===== config.mk =====
export PLATFORM = sky130hd
export DESIGN_NAME = fetch_queue
export DESIGN_NICKNAME = d
export VERILOG_FILES = /design/src/rtl/fetch_queue.sv
export SDC_FILE = /design/constraint.sdc
export NUM_CORES = 1
export LEC_CHECK = 0
export ABC_CLOCK_PERIOD_IN_PS = 5950
export BUFFER_PORTS_ARGS = -buffer_cell sky130_fd_sc_hd__clkbuf_2
export CAP_MARGIN = 30
export CORE_MARGIN = 2
export CORE_UTILIZATION = 65
export CTS_BUF_LIST = sky130_fd_sc_hd__clkbuf_8
export DETAILED_ROUTE_END_ITERATION = 8
export PLACE_DENSITY_LB_ADDON = 0.25
export SYNTH_ARGS = -nofsm -noshare
export SYNTH_HDL_FRONTEND = slang
export SYNTH_SLANG_ARGS = --single-unit

===== constraint.sdc =====
create_clock -name clk_i -period 5.95 [get_ports clk_i]
set_clock_uncertainty 0.1 [all_clocks]
set_input_delay 0.2975 -clock clk_i [delete_from_list [all_inputs] [get_ports clk_i]]
set_output_delay 0.2975 -clock clk_i [all_outputs]
set_load 0.01 [all_outputs]

===== src/rtl/fetch_queue.sv =====
// Instruction fetch queue: issues pipelined WISHBONE reads from the current PC,
// buffers returned words for DECODE and drops responses that predate a redirect.
module fetch_queue #(
  parameter int AW      = 16,
  parameter int DW      = 16,
  parameter int DEPTH   = 4,
  parameter int MAX_OUT = 2
) (
  input  logic          clk_i,
  input  logic          rstn_i,
  output logic          wb_cyc_o,
  output logic          wb_stb_o,
  input  logic          wb_stall_i,
  output logic [AW-1:0] wb_addr_o,
  input  logic          wb_ack_i,
  input  logic [DW-1:0] wb_data_i,
  output logic          dc_valid_o,
  input  logic          dc_ready_i,
  output logic [AW-1:0] dc_addr_o,
  output logic [DW-1:0] dc_inst_o,
  input  logic          dc_valid_i,
  input  logic [AW-1:0] dc_pc_i
);
  localparam int PW = $clog2(DEPTH);
  localparam int CW = PW + 1;
  localparam logic [CW:0] DEPTH_L   = DEPTH[CW:0];
  localparam logic [CW:0] MAX_OUT_L = MAX_OUT[CW:0];

  typedef enum logic {S_IDLE = 1'b0, S_RUN = 1'b1} state_e;

  state_e        state_q, state_d;
  logic [AW-1:0] fetch_addr_q, fetch_addr_d, hold_addr_q, push_addr;
  logic          hold_q, hold_stale_q;
  logic [CW-1:0] count_q, count_d, live_q, live_d, stale_q, stale_d;
  logic [CW-1:0] live_tmp, stale_tmp;
  logic [CW:0]   fill_sum, out_sum;
  logic [PW-1:0] rd_ptr_q, wr_ptr_q;
  logic          can_issue, accept, acc_stale, acc_live;
  logic          ack_v, ack_live, ack_stale, push, pop;
  logic [AW-1:0] q_addr [DEPTH];
  logic [DW-1:0] q_data [DEPTH];

  // NOTE: sequential state uses non-blocking assignments so every flop samples pre-edge values.
  always_ff @(posedge clk_i or negedge rstn_i) begin
    if (!rstn_i) state_q <= S_IDLE;
    else         state_q <= state_d;
  end

  // NOTE: each always_comb assigns its outputs a default first, so no path infers a latch.
  always_comb begin
    state_d = state_q;
    if (dc_valid_i) state_d = S_RUN;
  end

  always_comb begin
    fill_sum  = {1'b0, count_q} + {1'b0, live_q};
    out_sum   = {1'b0, live_q} + {1'b0, stale_q};
    can_issue = (state_q == S_RUN) && (fill_sum < DEPTH_L) && (out_sum < MAX_OUT_L);
    wb_stb_o  = hold_q | can_issue;
    wb_addr_o = hold_q ? hold_addr_q : fetch_addr_q;
    wb_cyc_o  = wb_stb_o | (out_sum != '0);
  end

  // A held request tagged stale belongs to the pre-redirect stream.
  assign accept    = wb_stb_o & ~wb_stall_i;
  assign acc_stale = accept & hold_q & hold_stale_q;
  assign acc_live  = accept & ~acc_stale;
  assign ack_v     = wb_ack_i & ((live_q != '0) | (stale_q != '0));
  assign ack_stale = ack_v & (stale_q != '0);
  assign ack_live  = ack_v & (stale_q == '0);
  assign pop       = dc_valid_o & dc_ready_i;
  assign push      = ack_live & ~dc_valid_i;
  // Live requests are consecutive, so the oldest one sits live_q words behind the fetch address.
  assign push_addr = fetch_addr_q - AW'(live_q);

  always_comb begin
    live_tmp     = live_q + CW'(acc_live) - CW'(ack_live);
    stale_tmp    = stale_q + CW'(acc_stale) - CW'(ack_stale);
    live_d       = live_tmp;
    stale_d      = stale_tmp;
    count_d      = count_q + CW'(push) - CW'(pop);
    fetch_addr_d = fetch_addr_q + AW'(acc_live);
    if (dc_valid_i) begin
      stale_d      = stale_tmp + live_tmp;
      live_d       = '0;
      count_d      = '0;
      fetch_addr_d = dc_pc_i;
    end
  end

  always_ff @(posedge clk_i or negedge rstn_i) begin
    if (!rstn_i) begin
      fetch_addr_q <= '0;
      hold_addr_q  <= '0;
      hold_q       <= 1'b0;
      hold_stale_q <= 1'b0;
      count_q      <= '0;
      live_q       <= '0;
      stale_q      <= '0;
      rd_ptr_q     <= '0;
      wr_ptr_q     <= '0;
    end else begin
      fetch_addr_q <= fetch_addr_d;
      hold_addr_q  <= wb_addr_o;
      hold_q       <= wb_stb_o & wb_stall_i;
      hold_stale_q <= wb_stb_o & wb_stall_i & (dc_valid_i | (hold_q & hold_stale_q));
      count_q      <= count_d;
      live_q       <= live_d;
      stale_q      <= stale_d;
      if (dc_valid_i) begin
        rd_ptr_q <= '0;
        wr_ptr_q <= '0;
      end else begin
        if (push) wr_ptr_q <= wr_ptr_q + 1'b1;
        if (pop)  rd_ptr_q <= rd_ptr_q + 1'b1;
      end
    end
  end

  // NOTE: queue storage is deliberately not reset; outputs are gated by dc_valid_o instead.
  always_ff @(posedge clk_i) begin
    if (push) begin
      q_addr[wr_ptr_q] <= push_addr;
      q_data[wr_ptr_q] <= wb_data_i;
    end
  end

  assign dc_valid_o = (count_q != '0);
  assign dc_addr_o  = dc_valid_o ? q_addr[rd_ptr_q] : '0;
  assign dc_inst_o  = dc_valid_o ? q_data[rd_ptr_q] : '0;

endmodule


==> flow_summary.yaml, run 1 <==
status:
  outcome: "completed"
logic_synthesis:
  synth-async-reset-ratio: 0.273
  syn_inst: 498
  ys.flop_type: "edfxtp_1"
  synth_seq_cells: 176
  yosysTopAreaCellShare: 0.494
  synth_nets: 563
  netlist.top_cell.by_area: "edfxtp_1"
  synth.top_cells.by_count: "edfxtp_1, dfrtp_1, and2_1"
  synth.distinct_cells: 39
  avgSynthCellArea_um2: 15.6
  synthesis.area_um2: 7780
  ys_top_cells_by_area: "edfxtp_1, dfrtp_1, mux4_2, ha_1, and2_1"
  ys_seq_area_frac: 0.649
  yosysWarningCount: 0
  synth-edff-count: 128
  synth.most_common_cell: "edfxtp_1"
placement:
  dp_slack_ns: 1.76
  place.gp.congestion: 0.789
  dpl.hpwl_um: 9030
  io_buffers: 88
cts:
  cts_setup_buffers: 0
  postCtsHoldBufs: 34
  cts_made_buffers: 17
  clk_pin_slew_worst_paths_ns: 0.09
  cts_tree: "built"
  cts_max_level: 4
  insertion_delay_ns: 0.45
  cts_resized: 0
  cts_root_buf: "clkbuf_8"
  cts.sinks: 176
  cts_max_path_buffers: 2
route:
  avgViaCountPerCell: 5.82
  drtIter0Drc: 319
  via_count: 4491
  wire_per_inst_um: 19.0
  drc_errors: 0
  wl_um: 14700
  first_pass_iters: 4
  ant_nets: 0
timing:
  relSlewSlack: 0.449
  fin_crit_ns: 4.20
  worst_slew_pin_slew_ns: 0.826
  worst_slack_ns: 1.75
  setup_violations: 0
  slew_violations: 0
  hold_violations: 0
  tns_ns: 0
  fmax_ghz: 0.238
  finalCritPeriodShare: 0.707
  grt_setup_unrepaired: "no"
power_and_ir_drop:
  vdd_drop_max_v: 0.000275
  power_frac_seq: 0.425
  clkPwrFrac: 0.266
  switching_share: 0.292
  power.net_switching_uw: 1060
  intPower_uw: 2580
  p_leak_uw: 0.00351
  power.share.combinational: 0.310
  powerDensity_nw_per_um2: 397
worst_setup_path:
  critPathMaxFanout: 5
  cp_top_family: "adder cells"
  critical_path.max_stage_delay_ns: 0.64
  required_ns: 6.19
  crit_buf_inv: 3
  crit_arrival_ns: 4.44
  cp-end-kind: "register"
  critical_path.slowest_cell: "o41ai_1"
  worstPathCellList: "ha_1 > fa_1 > nor2_1 > a21oi_1 > o41ai_1 > nand2_1 > ha_1 > inv_1 > ha_1 > inv_1 > fa_1 > inv_1 > fa_1 > xnor2_1 > nand2_1 > xnor2_1"
  path_class: "register to register"
  cp-start-kind: "register"
floorplanning:
  dieArea_um2: 12900
  core_um2: 11600
  die_height_um: 113
  start_util: 0.673
  die_w_um: 113
  rows: 39
  pin_count: 89
finish:
  diodes: 0
  drive_gt1_frac: 0.286
  multiInputGateArea_um2: 2520
  nets: 683
  n_fill_cell: 625
  register_area_um2: 5050
  area_growth_pct: 17.9
  post-route-util: 0.793
grt:
  gr-total-overflow: 0
  global_route.usage.total: 0.243
  first_global_vias: 4743
  grt_max_degree: 49
  grt_pass1_wl_um: 23500
  grt_antenna_before_repair: 0
flow_run:
  maxCapViolations: 0
worst_hold_path:
  hold_path.class: "input port to register"
==> power by group through the flow <==
stage	registers [uW]	clock network, uW	logic, uW
detailed placement	1570	0	1110
global route	1560	1030	1250
CTS	1540	979	1140
global placement	1560	0	1040
finish	1550	967	1130
floorplan	1510	0	803
==> tightest hold or removal path, cell delays in order <==
cell and delay (ns):
clkbuf_2 0.09, nand3_1 0.07, xor2_1 0.06, nor2_1 0.09
==> layout make-up <==
class	instances	area share
clock inverter	13	0.0265
timing repair buffer	131	0.0947
clock buffer	17	0.0255
inverter	21	0.00860
multi-input combinational	271	0.275
sequential	176	0.550
tap	143	0.0195
==> state kept, by name (all words and copies together), names as in the netlist <==
signal	count
count_q	3
fetch_addr_q	16
hold_addr_q	16
hold_q	1
hold_stale_q	1
live_q	3
q_addr	64
q_data	64
rd_ptr_q	2
stale_q	3
state_q	1
wr_ptr_q	2
==> kinds of logic (layout without fill, tap and decap cells) <==
family          Yosys count  in the layout  synth area share
simple gates            132            132            0.0931
buf+inv                  51            182            0.0272
compound gates           25             25            0.0188
flops                   176            176             0.649
xor+xnor                 37             37            0.0444
mux                      50             50             0.119
fa+ha+maj                27             27            0.0492
==> path summary, 6_finish.rpt <==
path / start / end / slack [ns] / cells after the start
max in group asynchronous: rstn_i / rd_ptr_q[0] / 4.93 / 3
setup reg to reg: live_q[0] / stale_q[2] / 1.75 / 16
setup / recovery: live_q[0] / stale_q[2] / 1.75 / 16
hold reg to reg: hold_addr_q[13] / hold_addr_q[13] / 0.40 / 1
min in group asynchronous: rstn_i / stale_q[0] / 0.38 / 3
hold / removal: dc_ready_i / rd_ptr_q[1] / 0.09 / 4
==> metal layers <==
layer	up-vias	part of all wire	GRT usage
li1	2056	-	-
met3	17	0.055	0.0579
met4	0	0.016	0.0699
met1	2258	0.39	0.293
met5	-	0	0
met2	160	0.54	0.440
==> cells in the final DEF (no fill, tap or decap), types with 2 or more instances in the layout <==
cell,count
bufinv_16,7
dfrtp_1,47
or4_1,3
inv_1,22
nor2_1,16
or3_1,3
xnor2_1,25
a21oi_1,4
dlygate4sd3_1,34
nand3_1,14
o21ai_0,17
ha_1,21
nor4_1,5
mux4_2,32
nor3_1,6
clkinv_1,2
mux2_2,17
nand2_1,26
fa_1,6
and3b_1,2
nor2b_1,7
and2_1,40
edfxtp_1,128
clkbuf_8,17
xor2_1,10
or3_4,2
nand4_1,3
clkbuf_2,88
buf_4,8
==> metrics by stage <==
step / instances / total power [uW] / area, um2 / hold WS (ns)
6_report: 772 / 3640 / 9170 / 0.0907
5_1_grt: 772 / 3830 / 9170 / 0.0907
4_1_cts: 772 / 3660 / 9170 / 0.0816
3_5_place_dp: 708 / 2680 / 8350 / 0.328
3_3_place_gp: 707 / 2600 / 8330 / 0.331
2_1_floorplan: 498 / 2320 / 7780 / -0.0981
(Power assumes the default switching activity.)
==> inputs of run 2 (changes only) <==
- ABC_CLOCK_PERIOD_IN_PS: 5950 -> 4250
- CORE_UTILIZATION: 65 -> 61
- clock period: 5.95 -> 4.25 ns (I/O delays scaled with it)
==> flow_summary.yaml, run 2 (synthesized netlist as in run 1, its figures left out) <==
floorplanning:
  die_w_um: 117
  die_height_um: 117
  dieArea_um2: 13700
  rows: 41
  pin_count: 89
  start_util: 0.621
  core_um2: 12500
power_and_ir_drop:
  p_leak_uw: 0.00349
  powerDensity_nw_per_um2: 530
  vdd_drop_max_v: 0.000354
finish:
  diodes: 0
  drive_gt1_frac: 0.285
  post-route-util: 0.730
  nets: 687
  top_regs: "q_addr x64, q_data x64"
  stdcell_count: 807
  area_growth_pct: 17.4
  final_cell_mix: "edfxtp_1, clkbuf_2, dfrtp_1, and2_1, dlygate4sd3_1"
  final_common_cell: "edfxtp_1"
  final_area_um2: 9130
route:
  drtIter0Drc: 289
  avgViaCountPerCell: 5.54
  routed.top_layer: "met4"
  drt-met1-wl_um: 6270
  wire_per_inst_um: 17.8
  ant_nets: 0
  dr_wl_met3_um: 787
  first_pass_iters: 6
  dr_wl_met2_um: 7160
  wl_um: 14400
  drc_errors: 0
  via_count: 4470
placement:
  io_buffers: 88
  place.gp.congestion: 0.812
  dpl.hpwl_um: 9360
  placedCellCount: 740
  dpl_cell_area_um2: 8390
worst_setup_path:
  crit_start: "live_q[0]"
  required_ns: 4.51
  path_class: "register to register"
  crit_arrival_ns: 4.30
  cp-end-kind: "register"
  worstPathCellList: "ha_1 > fa_1 > nor2_1 > a21oi_1 > o41ai_1 > nand2_1 > ha_1 > inv_1 > ha_1 > inv_1 > fa_1 > inv_1 > fa_1 > xnor2_1 > nand2_1 > xnor2_1"
  critPathMaxFanout: 5
  critical_path.slowest_cell: "fa_1"
  cp-start-kind: "register"
  r2r_start: "live_q[0]"
  critical_path.max_stage_delay_ns: 0.51
timing:
  finalCritPeriodShare: 0.949
  slew_violations: 0
  grt_setup_unrepaired: "no"
  fmax_ghz: 0.248
  tns_ns: 0
  hold_ws_ns: 0.198
  hold_violations: 0
  worst_slew_pin_slew_ns: 0.997
  relSlewSlack: 0.336
  fin_crit_ns: 4.03
  setup_violations: 0
cts:
  cts.sinks: 176
  cts_max_level: 4
  cts_root_buf: "clkbuf_8"
  cts_resized: 0
  cts_made_buffers: 17
  cts_tree: "built"
  clk_pin_slew_worst_paths_ns: 0.08
  cts_max_path_buffers: 2
  insertion_delay_ns: 0.45
grt:
  grt_antenna_before_repair: 0
  grt_max_degree: 47
  first_global_vias: 4569
  gr-total-overflow: 0
  global_route.usage.total: 0.229
  grt_pass1_wl_um: 23100
flow_run:
  maxCapViolations: 0
worst_hold_path:
  hold_path.class: "input port to async pin"
status:
  outcome: "completed"
## run 2: where the power goes
group | internal, uW | leakage (uW) | switching, uW
clock | 568 | 0.000211 | 554
combinational | 765 | 0.00153 | 729
sequential | 2020 | 0.00174 | 199
## run 2: final cells by class
cell class / instances / area (um2)
clock inverters: 15 / 155
well taps: 172 / 215
multi-input cells: 271 / 2520
repair buffers: 135 / 881
fillers: 837 / 3390
flip-flops and latches: 176 / 5050
inverters: 21 / 78.8
clock buffers: 17 / 234
## run 2: worst paths after layout
path	slack [ns]	depth (start not counted)	to
max in group asynchronous	3.04	3	rd_ptr_q[0]
max reg2reg	0.22	16	stale_q[2]
min in group clk_i	0.20	3	rd_ptr_q[0]
max	0.22	16	stale_q[2]
min reg2reg	0.39	1	state_q
min	0.20	2	hold_addr_q[1]
## run 2: metal layers
layer,vias to the layer above,GRT usage
met5,-,0
met3,15,0.0515
met1,2241,0.316
met2,146,0.371
li1,2068,-
met4,0,0.0714
## run 2: worst max-delay path: cells and delay by family, from the launching register on
kind | cells | cell delay (ns)
AO/OA/AOI/OAI | 2 | 0.57
adder cells (fa/ha/maj) | 6 | 1.99
AND/OR/NAND/NOR | 3 | 0.31
flip-flops | 1 | 0.44
buffers and inverters | 3 | 0.17
XOR/XNOR | 2 | 0.37
## run 2: what timing repair did
item | CTS | global route
buffers inserted | 0 | 0
hold endpoints to repair | 104 | 0
hold buffers | 35 | 0
## run 2: per-stage QoR
| step | worst slack [ns] | power, uW |
|---|---|---|
| after floorplan | 0.223 | 3240 |
| after global placement | 0.478 | 3680 |
| after detailed placement | 0.303 | 3750 |
| after CTS | 0.280 | 4880 |
| after global routing | 0.0246 | 5130 |
| final | 0.215 | 4840 |
==> inputs of run 3 (changes only) <==
- CTS_CLUSTER_SIZE: unset -> 28
- RECOVER_POWER: unset -> 100
==> flow_summary.yaml, run 3 (synthesized netlist as in run 1, its figures left out) <==
grt:
  first_global_vias: 4569
  global_route.usage.total: 0.229
  gr-total-overflow: 0
  grt_antenna_before_repair: 0
  grt_pass1_wl_um: 23100
  grt_max_degree: 47
worst_setup_path:
  critical_path.slowest_cell: "fa_1"
  crit_buf_inv: 3
  required_ns: 4.51
  worstPathCellList: "ha_1 > fa_1 > nor2_1 > a21oi_1 > o41ai_1 > nand2_1 > ha_1 > inv_1 > ha_1 > inv_1 > fa_1 > inv_1 > fa_1 > xnor2_1 > nand2_1 > xnor2_1"
  reg2reg_slack_ns: 0.26
  cp_top_family: "adder cells"
  critPathMaxFanout: 5
  worstReg2RegEnd: "stale_q[2]"
  path_class: "register to register"
  critical_path.max_stage_delay_ns: 0.51
  r2r_start: "live_q[0]"
  r2r_cells: 16
  cp-start-kind: "register"
  crit_arrival_ns: 4.25
  cp-end-kind: "register"
timing:
  grt_setup_unrepaired: "no"
  relSlewSlack: -0.385
  setup_violations: 0
  hold_violations: 0
  tns_ns: 0
  fmax_ghz: 0.251
  finalCritPeriodShare: 0.939
  worst_slew_pin_slew_ns: 2.08
  slew_violations: 187
  fin_crit_ns: 3.99
power_and_ir_drop:
  vdd_drop_max_v: 0.000347
  p_leak_uw: 0.00327
  powerDensity_nw_per_um2: 529
finish:
  register_area_um2: 5040
  final_common_cell: "edfxtp_1"
  n_fill_cell: 883
  final_area_um2: 9000
  drive_gt1_frac: 0.156
  diodes: 0
  area_growth_pct: 15.7
  final_cell_mix: "edfxtp_1, clkbuf_1, dfrtp_1, dlygate4sd3_1, mux4_2"
  top_regs: "q_addr x64, q_data x64"
  multiInputGateArea_um2: 2500
  nets: 687
cts:
  cts_resized: 0
  cts.sinks: 176
  clk_pin_slew_worst_paths_ns: 0.08
  cts_made_buffers: 17
  cts_tree: "built"
  cts_root_buf: "clkbuf_8"
  cts_max_path_buffers: 2
  cts_max_level: 4
  insertion_delay_ns: 0.45
placement:
  io_buffers: 88
  place.gp.congestion: 0.812
  dpl.hpwl_um: 9360
  dpl_cell_area_um2: 8390
floorplanning:
  pin_count: 89
  start_util: 0.621
  die_height_um: 117
  die_w_um: 117
  dieArea_um2: 13700
  core_um2: 12500
  rows: 41
worst_hold_path:
  holdPathEnd: "live_q[1]"
  hold_path.class: "input port to register"
  min-delay-start: "dc_valid_i"
  holdPathStages: 3
status:
  violations: "max-capacitance violations, max-slew violations"
  outcome: "complete, but fails checks"
route:
  routed.top_layer: "met4"
  ant_nets: 0
  avgViaCountPerCell: 5.51
  drc_errors: 0
  drt-met1-wl_um: 6340
  wl_um: 14400
  wire_per_inst_um: 17.8
  dr_wl_met2_um: 7220
  first_pass_iters: 4
  dr_wl_met3_um: 676
  drtIter0Drc: 274
  via_count: 4445
flow_run:
  maxCapViolations: 6
## run 3: changes by cell type in the layout (fill, tap and decap cells not counted), sizes merged
cell    previous run  this run
clkbuf           105       114
buf               12         3
## run 3: what timing repair did
| item | in CTS | in global routing |
|---|---|---|
| endpoints found under the hold margin | 104 | 0 |
| buffers inserted | 0 | 0 |
| hold buffers | 35 | 0 |
## run 3: layout make-up
type / count / area share
clock buffer: 17 / 0.0260
clock inverter: 15 / 0.0172
sequential: 176 / 0.561
multi-input combinational: 271 / 0.277
timing repair buffer: 135 / 0.0862
inverter: 21 / 0.00876
tap: 172 / 0.0239
## run 3: how the worst max path moves through the flow
stage                            end  cells after the start      start  slack, ns
after detailed placement  stale_q[2]                     16  live_q[0]       0.30
final                     stale_q[2]                     16  live_q[0]       0.26
after global routing      stale_q[2]                     16  live_q[0]       0.03
after CTS                 stale_q[2]                     16  live_q[0]       0.28
after global placement    stale_q[2]                     16  live_q[0]       0.48
after floorplan           stale_q[2]                     16  live_q[0]       0.22
## run 3: layer usage
layer / vias up / GRT usage
met1: 2239 / 0.316
met3: 14 / 0.0515
met4: 0 / 0.0714
met5: - / 0
li1: 2069 / -
met2: 123 / 0.371
## run 3: worst reg2reg max path, cell delays in order, from the launching register on
cell     delay [ns]
dfrtp_1        0.44
ha_1           0.25
fa_1           0.38
nor2_1         0.12
a21oi_1        0.07
o41ai_1        0.46
nand2_1        0.11
ha_1           0.30
inv_1          0.05
ha_1           0.12
inv_1          0.05
fa_1           0.51
inv_1          0.07
fa_1           0.43
xnor2_1        0.16
nand2_1        0.08
xnor2_1        0.21
## run 3: power by group
group          switching [uW]  internal [uW]  leakage [uW]
Clock                     556            568      0.000211
Sequential                197           2020       0.00175
Combinational             723            696       0.00131
Total                    1480           3290       0.00327
## run 3: stage by stage
stage                     std cells  setup slack (ns)   util  total power (uW)  hold slack [ns]
after global placement          740             0.478  0.670              3680            0.129
after global routing            807            0.0330  0.719              5060            0.195
final                           807             0.261  0.719              4760            0.190
after detailed placement        740             0.303  0.670              3750            0.139
after floorplan                 498             0.223      -              3240           -0.183
after CTS                       807             0.280  0.730              4880            0.159
